## config.mk

```make
export PLATFORM = sky130hd
export DESIGN_NAME = imem_loader
export DESIGN_NICKNAME = d
export VERILOG_FILES = /design/src/rtl/imem_loader.sv
export SDC_FILE = /design/constraint.sdc
export NUM_CORES = 1
export LEC_CHECK = 0
export BUFFER_PORTS_ARGS = -buffer_cell sky130_fd_sc_hd__clkbuf_2
export CAP_MARGIN = 20
export CORE_ASPECT_RATIO = 1.4
export CORE_MARGIN = 1.5
export CORE_UTILIZATION = 53
export DETAILED_ROUTE_END_ITERATION = 12
export HOLD_SLACK_MARGIN = 0.15
export PLACE_DENSITY = 0.9
export SETUP_SLACK_MARGIN = 0.4
export SLEW_MARGIN = 20
export SYNTH_ARGS = -nofsm -noshare
export SYNTH_HDL_FRONTEND = slang
export SYNTH_SLANG_ARGS = --single-unit
```

## constraint.sdc

```tcl
create_clock -name clk -period 3.6 [get_ports clk]
set_input_delay 0.36 -clock clk [delete_from_list [all_inputs] [get_ports clk]]
set_output_delay 0.36 -clock clk [all_outputs]
set_load 0.02 [all_outputs]
```

## src/rtl/imem_loader.sv

```systemverilog
// imem_loader: packs symbolic instruction requests (op, rs, rt, rd, imm)
// into 32-bit MIPS words and writes them into instruction memory, one word per
// accepted request, starting at BASE_ADDR for each load session.
//
// Optional build macro IMEM_LOADER_NOP_PAD_EN: when defined, a single NOP
// (0x00000000) is appended after the last word if there is room left.
//
// state | meaning
// IDLE  | waiting for start; no requests accepted
// LOAD  | accepting requests; after the last one, waits for its write to land
// FLUSH | writes the trailing NOP pad (macro builds only)
// DONE  | one-cycle done pulse, then back to IDLE
module imem_loader #(
    parameter int ADDR_W    = 8,
    parameter int DEPTH     = 256,
    parameter int BASE_ADDR = 0
) (
    input  logic              clk,
    input  logic              rst,
    input  logic              start,
    input  logic              req_valid,
    output logic              req_ready,
    input  logic [2:0]        req_op,
    input  logic [4:0]        req_rs,
    input  logic [4:0]        req_rt,
    input  logic [4:0]        req_rd,
    input  logic [15:0]       req_imm,
    input  logic              req_last,
    output logic              imem_we,
    output logic [ADDR_W-1:0] imem_addr,
    output logic [31:0]       imem_wdata,
    output logic              busy,
    output logic              done,
    output logic              err_illegal,
    output logic              err_full,
    output logic [ADDR_W:0]   count
);

    localparam logic [ADDR_W:0]   DEPTH_C = (ADDR_W+1)'(DEPTH);
    localparam logic [ADDR_W-1:0] BASE_C  = ADDR_W'(BASE_ADDR);

`ifdef IMEM_LOADER_NOP_PAD_EN
    typedef enum logic [1:0] {S_IDLE = 2'd0, S_LOAD = 2'd1, S_FLUSH = 2'd2, S_DONE = 2'd3} state_t;
`else
    typedef enum logic [1:0] {S_IDLE = 2'd0, S_LOAD = 2'd1, S_DONE = 2'd3} state_t;
`endif

    state_t            state, next_state;
    logic [ADDR_W-1:0] ptr;
    logic              last_seen;
    logic              not_full;
    logic              hs;
    logic              illegal;
    logic [31:0]       enc_word;

    assign not_full = (count < DEPTH_C);
    assign hs       = req_valid && req_ready;
    assign illegal  = (req_op == 3'd7);

    // Next-state logic and state-decoded handshake/status outputs.
    always_comb begin
        next_state = state;
        req_ready  = 1'b0;
        busy       = 1'b0;
        done       = 1'b0;
        case (state)
            S_IDLE: begin
                if (start) next_state = S_LOAD;
            end
            S_LOAD: begin
                busy      = 1'b1;
                // Once the last request is taken, stop accepting and let its write land.
                req_ready = not_full && !last_seen;
                if (last_seen) begin
`ifdef IMEM_LOADER_NOP_PAD_EN
                    next_state = S_FLUSH;
`else
                    next_state = S_DONE;
`endif
                end
            end
`ifdef IMEM_LOADER_NOP_PAD_EN
            S_FLUSH: begin
                busy       = 1'b1;
                next_state = S_DONE;
            end
`endif
            S_DONE: begin
                done       = 1'b1;
                next_state = S_IDLE;
            end
            default: next_state = S_IDLE;
        endcase
    end

    // Instruction encoder: R-type for ADD/AND/OR, I-type for the rest.
    always_comb begin
        enc_word = 32'h0;
        case (req_op)
            3'd0:    enc_word = {6'b000000, req_rs, req_rt, req_rd, 5'b00000, 6'b100000};
            3'd1:    enc_word = {6'b000000, req_rs, req_rt, req_rd, 5'b00000, 6'b100100};
            3'd2:    enc_word = {6'b000000, req_rs, req_rt, req_rd, 5'b00000, 6'b100101};
            3'd3:    enc_word = {6'b100011, req_rs, req_rt, req_imm};
            3'd4:    enc_word = {6'b101011, req_rs, req_rt, req_imm};
            3'd5:    enc_word = {6'b001000, req_rs, req_rt, req_imm};
            3'd6:    enc_word = {6'b001100, req_rs, req_rt, req_imm};
            default: enc_word = 32'h0;
        endcase
    end

    // State register.
    always_ff @(posedge clk) begin
        if (rst) state <= S_IDLE;
        else     state <= next_state;
    end

    // Write port, pointer, count and sticky error flags.
    always_ff @(posedge clk) begin
        if (rst) begin
            imem_we     <= 1'b0;
            imem_addr   <= BASE_C;
            imem_wdata  <= 32'h0;
            ptr         <= BASE_C;
            count       <= '0;
            err_illegal <= 1'b0;
            err_full    <= 1'b0;
            last_seen   <= 1'b0;
        end else begin
            imem_we <= 1'b0;
            case (state)
                S_IDLE: begin
                    if (start) begin
                        ptr         <= BASE_C;
                        count       <= '0;
                        err_illegal <= 1'b0;
                        err_full    <= 1'b0;
                        last_seen   <= 1'b0;
                    end
                end
                S_LOAD: begin
                    if (hs) begin
                        if (illegal) begin
                            err_illegal <= 1'b1;
                        end else begin
                            imem_we    <= 1'b1;
                            imem_addr  <= ptr;
                            imem_wdata <= enc_word;
                            ptr        <= ptr + 1'b1;
                            count      <= count + 1'b1;
                        end
                        if (req_last) last_seen <= 1'b1;
                    end
                    if (req_valid && !not_full) err_full <= 1'b1;
                end
`ifdef IMEM_LOADER_NOP_PAD_EN
                S_FLUSH: begin
                    if (not_full) begin
                        imem_we    <= 1'b1;
                        imem_addr  <= ptr;
                        imem_wdata <= 32'h0;
                        ptr        <= ptr + 1'b1;
                        count      <= count + 1'b1;
                    end
                end
`endif
                default: ;
            endcase
        end
    end

endmodule

```

==> results.tsv <==
metric	value	unit
status	completed	
yosysUniqueCellTypes	42	
syn_area_per_cell	8.07	µm²
cp.required	3.87	ns
area_growth	24.6	%
tns	0	ns
finalHoldViolCount	0	
ant_nets	0	
cts-hold-fix-buffers	0	
grt_max_degree	40	
p_per_area	438	nW/µm²
io_pins	94	
grt_usage	26.5	%
drt_first_pass_iters	4	
netlist_instances	317	
worst_pin_slew	1.10	ns
syn_area	2560	µm²
clk_pin_slew	0.07	ns
async_reset_ff_share	0	%
hold_depth	3	
min_period_over_period	74.4	%
final-instance-count-excl-fill	465	
cts_buffer_depth	2	
nets	439	
grt_first_pass_wirelength	10600	µm
placementRows	29	
die_area	5260	µm²
cts_inserted_buffers	9	
synth_top_area_share	47.0	%
initial_core_util	55.9	%
maxCapViolations	0	
r2r-end	ptr[5]	
slew_headroom	26.6	%
yosysSeqAreaShare	47.0	%
final_util	69.7	%
crit_arrival	2.95	ns
grt_pass1_vias	2462	
synth-seq-cells	60	
r2r_setup_slack	0.92	ns
hold_end	imem_wdata[25]	
num-fill-cells	395	
synth-edff-count	0	
insertion_delay	0.34	ns
r2r_start	state[0]	
crit_fanout	35	
cts_resized	0	
cts_tree	done	
p_leak	1.34	nW
dp_hpwl	4660	µm
setup_violations	0	
min_from	req_rs[4]	
finalClockSkew	0.00826	ns
overflow	0	
core_area	4570	µm²
timing.hold.ws	0.235	ns
port_buffers	92	
synthFlopType	dfxtp_1	
n_antenna_cell	0	
dp.cells	449	
h-tree-depth	3	
num_vias	2638	
yosysMostFrequentCell	dfxtp_1	
yosys_warnings	0	
maxSlewViolCount	0	
synthTopCellsByArea	dfxtp_1 47%, nand2_1 8.7%, a21oi_1 8.4%	
max_freq	373	MHz
synth_nets	358	
antenna_found_initial	0	
crit_type	flop to flop	
cts_setup_buffers	0	
wl_per_cell	14.1	µm
cts.sinks	60	
dr.first_iter.drc_count	89	
gp_congestion	0.818	
drc	0	
drt-total-wl	6570	µm
end_kind	flop	
rsz0062_at_grt	false	
drive_above_1_share	29.3	%
vdd_drop_max	0.363	mV
die_h	85.2	µm
synthTopCellsByCount	60 x dfxtp_1, 59 x nand2_1, 43 x a21oi_1	
viasPerCell	5.67	
rr_worst_depth	4	
period_minus_slack	2.68	ns
die_w	61.7	µm
cp-start-kind	flop	
cts-root-buf	clkbuf_8	
synth_top_area_cell	dfxtp_1	
min_path_type	input pin to flop	
-- report_power, final --
group	leakage, nW	switching, W	total (W)	internal, W
combinational	0.762	0.000111	0.000168	0.0000572
clock	0.0885	0.000269	0.000535	0.000266
sequential	0.486	0.0000127	0.000694	0.000682
-- worst max-delay path, cell delays in order (launching register included) --
cell,delay (ns)
dfxtp_1,0.46
nand2b_1,0.40
or3_1,0.94
or4b_1,0.67
a21oi_1,0.15
-- cells in the final DEF (no fill, tap or decap), types with 2 or more instances in the layout --
cell type and count:
mux2_2 5, a21oi_1 43, a31oi_1 9, and2_1 4, clkinv_2 3, dfxtp_1 60
buf_4 2, o21ai_0 17, nand2_1 59, nor3_1 7, inv_1 3, nor4b_1 2
a211oi_1 6, a41oi_1 2, clkinvlp_4 2, nand3b_1 3, ha_1 2, clkinv_1 2
nand3_1 22, or3_1 4, nand4_1 2, and3_1 6, clkbuf_8 10, nor2_1 17
clkbuf_2 92
-- metal layers --
metal,GRT usage [%],vias up,part of all wire [%]
li1,-,1281,-
met1,28.4,1242,36
met2,44.6,98,55
met3,8.84,17,5.9
met4,13.0,0,2.6
met5,0,-,0
-- flip-flops by register name, summed over array words and instances (netlist names) --
register,count
imem_wdata,29
count,9
imem_addr,8
ptr,8
state,2
err_full,1
err_illegal,1
imem_we,1
last_seen,1
-- cells by family after synthesis --
kind of cell	Yosys count	synth area share, %
xor+xnor	1	0.343
compound gates	87	20.1
simple gates	131	24.0
fa+ha+maj	2	0.978
flops	60	47.0
other cells	1	0.147
mux	6	2.59
buf+inv	29	4.89
-- worst max path at each step --
| stage | start | endpoint | slack [ns] | cells after the start |
|---|---|---|---|---|
| after floorplan | count[8] | ptr[5] | 1.54 | 6 |
| after global placement | req_valid | ptr[5] | 0.97 | 5 |
| after detailed placement | req_valid | ptr[5] | 0.93 | 5 |
| after CTS | state[0] | ptr[5] | 0.92 | 4 |
| after global routing | state[0] | ptr[5] | 0.81 | 4 |
| final | state[0] | ptr[5] | 0.92 | 4 |
-- metrics by stage --
step / total power, W / instance area (µm²) / setup slack [ns]
finish: 0.00140 / 3190 / 0.922
global route: 0.00146 / 3190 / 0.812
CTS: 0.00140 / 3190 / 0.918
detailed placement: 0.000876 / 3010 / 0.930
global placement: 0.000871 / 3010 / 0.965
floorplan: 0.000817 / 2560 / 1.54
-- layout make-up --
cell class	count	area, µm²	share of cell area (%)
Tap cell	62	77.6	2.43
Inverter	5	18.8	0.589
Multi-Input combinational cell	228	1240	38.8
Clock inverter	6	38.8	1.22
Timing Repair Buffer	94	475	14.9
Sequential cell	60	1200	37.7
Clock buffer	10	138	4.32
No activity file was read; power rests on OpenSTA's default activity.
